--- src/rtl/alu_issue_ctrl.sv ---
// Issue stage in front of a 4-bit combinational ALU: queues {chain, op, b, a} commands and issues them one at a time.
// Latency: a command accepted at edge N drives alu_* after N+1, and res_valid rises at N+2. Best case is one result per 2 cycles.
// Backpressure: a held result stalls issue; the FIFO then fills and cmd_ready drops (it is derived from registered state only).
//
// Ports:
//   clk, rst                         clock, synchronous active-high reset
//   cmd_valid/cmd_ready, cmd_a/b/op  command push handshake and payload
//   cmd_chain                        when set, operand a comes from the last captured result
//   alu_a/alu_b/alu_op               registered operands to the external ALU
//   alu_y, alu_zero/overflow/carry/equal  ALU result and flags
//   res_valid/res_ready, res_y, res_flags  held result {equal, carry, overflow, zero}
//   op_count, busy                   completed handshakes, activity indicator
module alu_issue_ctrl #(
    parameter int DEPTH = 4,
    parameter int CNT_W = 8
) (
    input  logic             clk,
    input  logic             rst,
    input  logic             cmd_valid,
    output logic             cmd_ready,
    input  logic [3:0]       cmd_a,
    input  logic [3:0]       cmd_b,
    input  logic [2:0]       cmd_op,
    input  logic             cmd_chain,
    output logic [3:0]       alu_a,
    output logic [3:0]       alu_b,
    output logic [2:0]       alu_op,
    input  logic [3:0]       alu_y,
    input  logic             alu_zero,
    input  logic             alu_overflow,
    input  logic             alu_carry,
    input  logic             alu_equal,
    output logic             res_valid,
    input  logic             res_ready,
    output logic [3:0]       res_y,
    output logic [3:0]       res_flags,
    output logic [CNT_W-1:0] op_count,
    output logic             busy
);
    localparam int AW = $clog2(DEPTH);

    typedef enum logic [1:0] {IDLE, EXEC, HOLD} state_t;

    state_t           state_q, state_d;
    logic [AW:0]      wr_ptr_q, wr_ptr_d, rd_ptr_q, rd_ptr_d;
    logic [11:0]      mem_q [DEPTH];
    logic [11:0]      mem_d [DEPTH];
    logic [3:0]       alu_a_q, alu_a_d, alu_b_q, alu_b_d;
    logic [2:0]       alu_op_q, alu_op_d;
    logic [3:0]       res_y_q, res_y_d, res_flags_q, res_flags_d;
    logic             res_valid_q, res_valid_d;
    logic [3:0]       last_y_q, last_y_d;
    logic [CNT_W-1:0] op_count_q, op_count_d;

    logic        empty, full, push, pop;
    logic [11:0] head;

    // Extra pointer bit distinguishes full from empty when the index bits match.
    assign empty = (wr_ptr_q == rd_ptr_q);
    assign full  = (wr_ptr_q[AW] != rd_ptr_q[AW]) && (wr_ptr_q[AW-1:0] == rd_ptr_q[AW-1:0]);
    assign push  = cmd_valid && !full;
    assign head  = mem_q[rd_ptr_q[AW-1:0]];

    // The next command issues from IDLE, or from HOLD in the same edge as the result handshake.
    assign pop = !empty && ((state_q == IDLE) || ((state_q == HOLD) && res_ready));

    always_comb begin
        state_d     = state_q;
        wr_ptr_d    = wr_ptr_q;
        rd_ptr_d    = rd_ptr_q;
        mem_d       = mem_q;
        alu_a_d     = alu_a_q;
        alu_b_d     = alu_b_q;
        alu_op_d    = alu_op_q;
        res_y_d     = res_y_q;
        res_flags_d = res_flags_q;
        res_valid_d = res_valid_q;
        last_y_d    = last_y_q;
        op_count_d  = op_count_q;

        if (push) begin
            mem_d[wr_ptr_q[AW-1:0]] = {cmd_chain, cmd_op, cmd_b, cmd_a};
            wr_ptr_d                = wr_ptr_q + 1'b1;
        end

        case (state_q)
            EXEC: begin
                res_y_d     = alu_y;
                last_y_d    = alu_y;
                res_flags_d = {alu_equal, alu_carry, alu_overflow, alu_zero};
                res_valid_d = 1'b1;
                state_d     = HOLD;
            end
            HOLD: begin
                if (res_ready) begin
                    res_valid_d = 1'b0;
                    op_count_d  = op_count_q + 1'b1;
                    state_d     = IDLE;
                end
            end
            default: ;
        endcase

        if (pop) begin
            rd_ptr_d = rd_ptr_q + 1'b1;
            // Chain reads last_y_q: the previous result is always captured before the next issue.
            alu_a_d  = head[11] ? last_y_q : head[3:0];
            alu_b_d  = head[7:4];
            alu_op_d = head[10:8];
            state_d  = EXEC;
        end
    end

    always_ff @(posedge clk) begin
        if (rst) begin
            state_q     <= IDLE;
            wr_ptr_q    <= '0;
            rd_ptr_q    <= '0;
            alu_a_q     <= '0;
            alu_b_q     <= '0;
            alu_op_q    <= '0;
            res_y_q     <= '0;
            res_flags_q <= '0;
            res_valid_q <= 1'b0;
            last_y_q    <= '0;
            op_count_q  <= '0;
        end else begin
            state_q     <= state_d;
            wr_ptr_q    <= wr_ptr_d;
            rd_ptr_q    <= rd_ptr_d;
            alu_a_q     <= alu_a_d;
            alu_b_q     <= alu_b_d;
            alu_op_q    <= alu_op_d;
            res_y_q     <= res_y_d;
            res_flags_q <= res_flags_d;
            res_valid_q <= res_valid_d;
            last_y_q    <= last_y_d;
            op_count_q  <= op_count_d;
        end
        // Storage holds payload only; emptiness lives in the pointers.
        mem_q <= mem_d;
    end

    assign cmd_ready = !full;
    assign alu_a     = alu_a_q;
    assign alu_b     = alu_b_q;
    assign alu_op    = alu_op_q;
    assign res_valid = res_valid_q;
    assign res_y     = res_y_q;
    assign res_flags = res_flags_q;
    assign op_count  = op_count_q;
    assign busy      = (state_q != IDLE) || !empty;
endmodule

--- config.mk ---
export PLATFORM = sky130hd
export DESIGN_NAME = alu_issue_ctrl
export DESIGN_NICKNAME = d
export VERILOG_FILES = /design/src/rtl/alu_issue_ctrl.sv
export SDC_FILE = /design/constraint.sdc
export NUM_CORES = 1
export LEC_CHECK = 0
export CAP_MARGIN = 0
export CORE_ASPECT_RATIO = 0.9
export CORE_UTILIZATION = 53
export CTS_CLUSTER_SIZE = 24
export DETAILED_ROUTE_END_ITERATION = 7
export PLACE_DENSITY = 0.79
export SYNTH_ARGS = -nofsm -noshare
export SYNTH_HDL_FRONTEND = slang
export SYNTH_SLANG_ARGS = --single-unit
--- constraint.sdc ---
create_clock -name clk -period 2.2 [get_ports clk]
set_input_delay 0.44 -clock clk [delete_from_list [all_inputs] [get_ports clk]]
set_output_delay 0.44 -clock clk [all_outputs]
set_load 0.05 [all_outputs]
Word level (Yosys, flattened, before mapping)
Index checks and enable logic that the tools add are counted.
{"block": "op_classes", "n_reduce_logical": 17, "muxes": 12, "n_bitwise": 2, "n_lt_le_gt_ge": 3, "n_addsub": 3, "n_eq_ne": 7}
{"operator": "bitwise mux 48 bit", "count": 1}
{"operator": "2-to-1 mux 12 bit", "count": 3}
{"operator": "binary-select mux 12 bit (select 2 bit)", "count": 1}
{"operator": "demux 12 bit (select 2 bit)", "count": 1}
{"operator": "adder 8 x 1 -> 8 bit (second input constant)", "count": 1}
{"operator": "adder 3 x 1 -> 3 bit (second input constant)", "count": 2}
{"operator": "greater-or-equal comparator 3 bit (second input constant)", "count": 2}
{"operator": "inverter 2 -> 3 bit", "count": 2}
{"operator": "AND reduction 2 bit", "count": 3}
{"operator": "logical AND 1 bit", "count": 5}
{"operator": "2-to-1 mux 4 bit", "count": 1}
{"operator": "one-hot mux 2 bit (2 select lines)", "count": 1}
{"operator": "nonzero test 2 bit", "count": 2}
{"operator": "equality test 3 bit", "count": 1}
{"operator": "less-than comparator 3 x 1 -> 1 bit (second input constant)", "count": 1}
{"operator": "inequality test 3 bit (second input constant)", "count": 1}
{"operator": "nonzero test 3 bit", "count": 1}
{"operator": "equality test 2 x 1 -> 1 bit (second input constant)", "count": 1}
{"operator": "equality test 2 bit", "count": 1}
{"operator": "equality test 2 bit (second input constant)", "count": 1}
{"operator": "logical NOT 1 bit", "count": 2}
{"operator": "logical NOT 2 bit", "count": 1}
{"operator": "logical OR 1 bit", "count": 2}
{"operator": "2-to-1 mux 1 bit", "count": 2}
{"operator": "other kinds (5)", "count": 5}
{"block": "word_totals", "ff_bits": 84}

Depth between registers and ports, before layout
{"block": "depth", "depth_word": 6, "depth_mapped": 6}

Least setup slack after synthesis
OpenSTA, ideal clock, no wires.
{"block": "synth_timing", "path_type": "flip-flop to flip-flop", "start": "reg rd_ptr_q[0]", "end": "reg mem_q[12] (netlist name), enable pin", "stages_incl_launch_ff": 5, "path_slack_ps": 535, "arrival_ps": 1311, "setup_ps": 355, "n_path_buf": 1, "path_cell_list": "dfxtp_1 buf_6 xor2_1 o31a_2 and2_1"}
{"block": "synth_via", "elab_chain_len": 4}
{"item": "start, declared", "line_no": "45", "source": "logic [AW:0] wr_ptr_q, wr_ptr_d, rd_ptr_q, rd_ptr_d;"}
{"item": "start signal, assigned", "line_no": "130", "source": "rd_ptr_q <= rd_ptr_d;"}
{"item": "equality test 2 bit", "line_no": "60", "source": "assign full = (wr_ptr_q[AW] != rd_ptr_q[AW]) && (wr_ptr_q[AW-1:0] == rd_ptr_q[AW-1:0]);"}
{"item": "logical AND 1 bit", "line_no": "60"}
{"item": "logical NOT 1 bit", "line_no": "61", "source": "assign push = cmd_valid && !full;"}
{"item": "logical AND 1 bit", "line_no": "61"}
{"item": "end signal, assigned", "line_no": "141", "source": "mem_q <= mem_d;"}
{"item": "end, declared", "line_no": "46", "source": "logic [11:0] mem_q [DEPTH];"}
Every way passes these cells.
A chain may end at the register's enable or synchronous reset.

Worst setup path after layout
{"block": "layout_timing", "start": "reg op_count_q[2], in the netlist op_count[2]", "end": "out op_count[2]"}
{"item": "start, declared", "line_no": "53", "source": "logic [CNT_W-1:0] op_count_q, op_count_d;"}
{"item": "start signal, assigned", "line_no": "138", "source": "op_count_q <= op_count_d;"}
{"item": "end, declared", "line_no": "37", "source": "output logic [CNT_W-1:0] op_count,"}
No word-level cell between the ends.

==> impl_table.tex <==
\begin{tabular}{lr}
\hline
Metric & Value \\
\hline
\multicolumn{2}{l}{\textbf{Run status}} \\
Outcome & completed \\
\multicolumn{2}{l}{\textbf{CTS}} \\
Clock Root Buffer & clkbuf\_8 \\
TritonCTS clock tree & done \\
Skew-Pair Late Insertion Delay & approximately 0.35 ns \\
Clock Sinks & 84 \\
Number of buffers inserted during clock tree synthesis & 9 \\
Largest buffer count on any clock path & 2 \\
Clock transition at the registers of the reported paths & around 0.08 ns \\
Max H-tree Level & 3 \\
Post-cts gate resize count & 0 \\
Count of hold buffers inserted by post-cts repair & 0 \\
Post CTS Setup Buffer Count & 0 \\
\multicolumn{2}{l}{\textbf{Global route}} \\
Number of global-route vias before repair & approximately 1.9k \\
GRT Resource Usage Total & about a fifth \\
Number of antenna violations at the first check in global routing & 0 \\
Global-route wire length before repair & 9500 microns \\
Total grt overflow & 0 \\
Pin count of the biggest net entering global routing & 21 \\
\multicolumn{2}{l}{\textbf{Synth}} \\
Distinct cell type count after synthesis & 37 \\
Number of register bits inferred by synthesis & 84 \\
Area fraction in and, or, nand and nor cells after synthesis & 9.59\% \\
Fraction of the mapped netlist area in compound gates & roughly 5.3\% \\
Share of synthesized cell area in full adder, half adder and majority cells & 2.23\% \\
Syn Std Cell Area & around 0.0034 sq mm \\
Synthesized area per cell & 14.5 sq um \\
Share of synthesized flip-flops with an asynchronous set or reset & 0\% \\
Synthesized instance count & around 230 \\
Leading cell types by total area after synthesis & edfxtp\_1 (43\%), dfxtp\_1 (21\%), mux4\_2 (6.7\%) \\
Share of cell area taken by muxes after synthesis & about 12\% \\
Most frequently used flop master after synthesis & edfxtp\_1 \\
Number of synthesized flops with an enable pin & 48 \\
Top cell type's share of synthesized area & 42.8\% \\
Number of warnings reported in the yosys synthesis log & 0 \\
Post-Syn Nets & between 200 and 300 \\
Largest family of logic cells by synthesized area & multiplexers \\
Fraction of synthesized cell area in xor and xnor cells & $\sim$3.6\% \\
Yosys top cell by area & edfxtp\_1 \\
Sequential element share of the synthesized area & between 60\% and 70\% \\
\multicolumn{2}{l}{\textbf{STA}} \\
Unrepaired setup endpoints after global routing & no \\
Achievable clock frequency & approximately 480 MHz \\
Final Max Tran Viols & 0 \\
Slew margin rel. & between 60\% and 70\% \\
Crit path time final & about 2.1 ns \\
Count of final setup violators & 0 \\
Final Hold Vio Count & 0 \\
Share of the clock period used by the worst path & between 90\% and 100\% \\
Worst-Margin Slew & 0.517 ns \\
Clock tree skew after final layout & 0.00569 ns \\
Accumulated negative setup slack & 0 ns \\
Post-route worst setup slack & around 0.13 ns \\
\multicolumn{2}{l}{\textbf{Power}} \\
Sequential fraction of design power & between 40\% and 50\% \\
P\_int & $\sim$3200 uW \\
Fraction of power consumed by combinational cells & between 30\% and 40\% \\
Peak supply drop & 0.646 mV \\
Switching share of total power & 34.9\% \\
Power Dens Cells & approximately 1200 mW/mm\^{}2 \\
Clk pwr share & around a quarter \\
Reported net switching power & 1730 uW \\
Static leakage & about 0.0015 uW \\
\multicolumn{2}{l}{\textbf{Detailed routing}} \\
Routed Antenna Nets & 0 \\
Length of the first detailed-routing pass in iterations & 6 \\
Average detailed-routed wire length per instance & between 15 and 20 microns \\
Aggregate routed wire length & 5960 microns \\
Iter 0 DRT Violations & just under 50 \\
Post-route DRC & 0 \\
DR vias/cell & between 5 and 6 \\
DR vias & 1993 \\
\multicolumn{2}{l}{\textbf{Die}} \\
Floorplan Core Area & 0.00611 sq mm \\
Starting density of the core & between 50\% and 60\% \\
Number of ports placed on the die boundary & 54 \\
Height of the chip & around 78 microns \\
Core Rows & 27 \\
Die Footprint & approximately 0.0067 sq mm \\
DIE WIDTH & between 80 and 90 microns \\
\multicolumn{2}{l}{\textbf{Layout}} \\
Cell area after layout & about 0.0042 sq mm \\
Ant diodes & 0 \\
Synth-to-layout area growth & 24.6\% \\
Post-route insts no fill & $\sim$390 \\
Layout Nets & 324 \\
Most common library cell in the layout ignoring fill and taps & clkdlybuf4s50\_1 \\
Top library cells by usage in the layout, fill and taps aside & clkdlybuf4s50\_1 (51), edfxtp\_1 (48), dfxtp\_1 (36), nor2\_1 (22), nand2\_1 (22) \\
Fraction of layout cells with a size suffix above 1 & between 10\% and 20\% \\
Share of the core filled with cells in the final layout & between 60\% and 70\% \\
\multicolumn{2}{l}{\textbf{Worst setup path}} \\
Flop-to-flop setup slack & 0.45 ns \\
Cell type group with the largest total delay on the critical path & buffers and inverters \\
Critical path buffers and inverters & 1 \\
Signal arrival time at the worst endpoint & roughly 1.6 ns \\
Startpoint type of the worst setup path & flop \\
CP endpoint kind & output port \\
Critical path data required time & between 1.5 and 2 ns \\
Slowest-stage cell, CP & clkdlybuf4s50\_1 \\
Worst Setup Path Type & flop to output port \\
Cells traversed along the worst timing path & clkdlybuf4s50\_1 \\
Max stage delay on crit path & 0.85 ns \\
Highest fanout seen on the critical path & 5 \\
\multicolumn{2}{l}{\textbf{Placed design}} \\
Count of buffers inserted at the top-level ports & 53 \\
Number of cells after detailed placement & 370 \\
Detailed placement HPWL & 4010 microns \\
Weighted congestion at the end of routability-driven global placement & a little over 0.7 \\
Setup slack after placement & between 0.2 and 0.3 ns \\
Cell area after placement & approximately 0.004 sq mm \\
\multicolumn{2}{l}{\textbf{Flow run}} \\
Max Cap Violations & 0 \\
\multicolumn{2}{l}{\textbf{Worst hold path}} \\
Worst hold path type & flop to flop \\
\hline
\end{tabular}
[power groups by stage]
stage	Combinational, uW	Sequential, uW	Clock (uW)
finish	1790	1990	1170
floorplan	1020	2410	0
detailed placement	1790	2030	0
global route	1900	2020	1260
global placement	1760	2030	0
CTS	1800	2000	1200
[final cells by class]
cell class,instances,area [sq um]
clock buffer,9,124
tap,87,109
timing repair buffer,61,598
fill,452,1920
clock inverter,6,88.8
inverter,3,11.3
sequential,84,2160
multi-input combinational,135,1100
[flip-flops by register name, indices dropped and copies added, names as in the netlist]
register	count
alu_op	3
op_count	8
alu_a	4
mem_q	48
res_valid	1
alu_b	4
last_y_q	4
rd_ptr_q	3
state_q	2
wr_ptr_q	3
res_flags	4
[synth_stat cells (4+ instances only)]
library cell,instances
edfxtp_1,48
dfxtp_1,36
nand2_1,22
nor2_1,22
a21oi_1,13
mux2i_1,13
mux4_2,10
clkbuf_1,6
ha_1,6
xnor2_1,6
a211oi_2,4
nor2_2,4
xor2_1,4
[stage by stage]
step                      total power, uW  hold slack (ns)
final                                4950            0.457
after global placement               3790            0.442
after detailed placement             3820            0.446
after floorplan                      3420            0.501
after CTS                            4990            0.457
after global routing                 5180            0.487
[layer usage]
layer / routed length, microns / track usage, % / up-vias
met4: 72 / 6.50 / 0
li1: - / - / 966
met5: 0 / 0 / -
met2: 2790 / 30.2 / 51
met1: 2840 / 25.8 / 968
met3: 256 / 6.70 / 8
[path summary, 6_finish.rpt]
kind / startpoint / to / cells past startpoint
hold / removal: res_flags[3] / res_flags[3] / 2
setup reg to reg: rd_ptr_q[0] / alu_a[1] / 4
setup / recovery: op_count[2] / op_count[2] / 1
hold reg to reg: res_flags[3] / res_flags[3] / 2
[logic make-up (layout without fill, tap and decap cells)]
group,count (synthesis),after routing
buf+inv,14,79
flops,84,84
fa+ha+maj,6,6
compound gates,23,23
xor+xnor,12,12
simple gates,69,69
mux,25,25
Power figures use the tool's default switching activity.
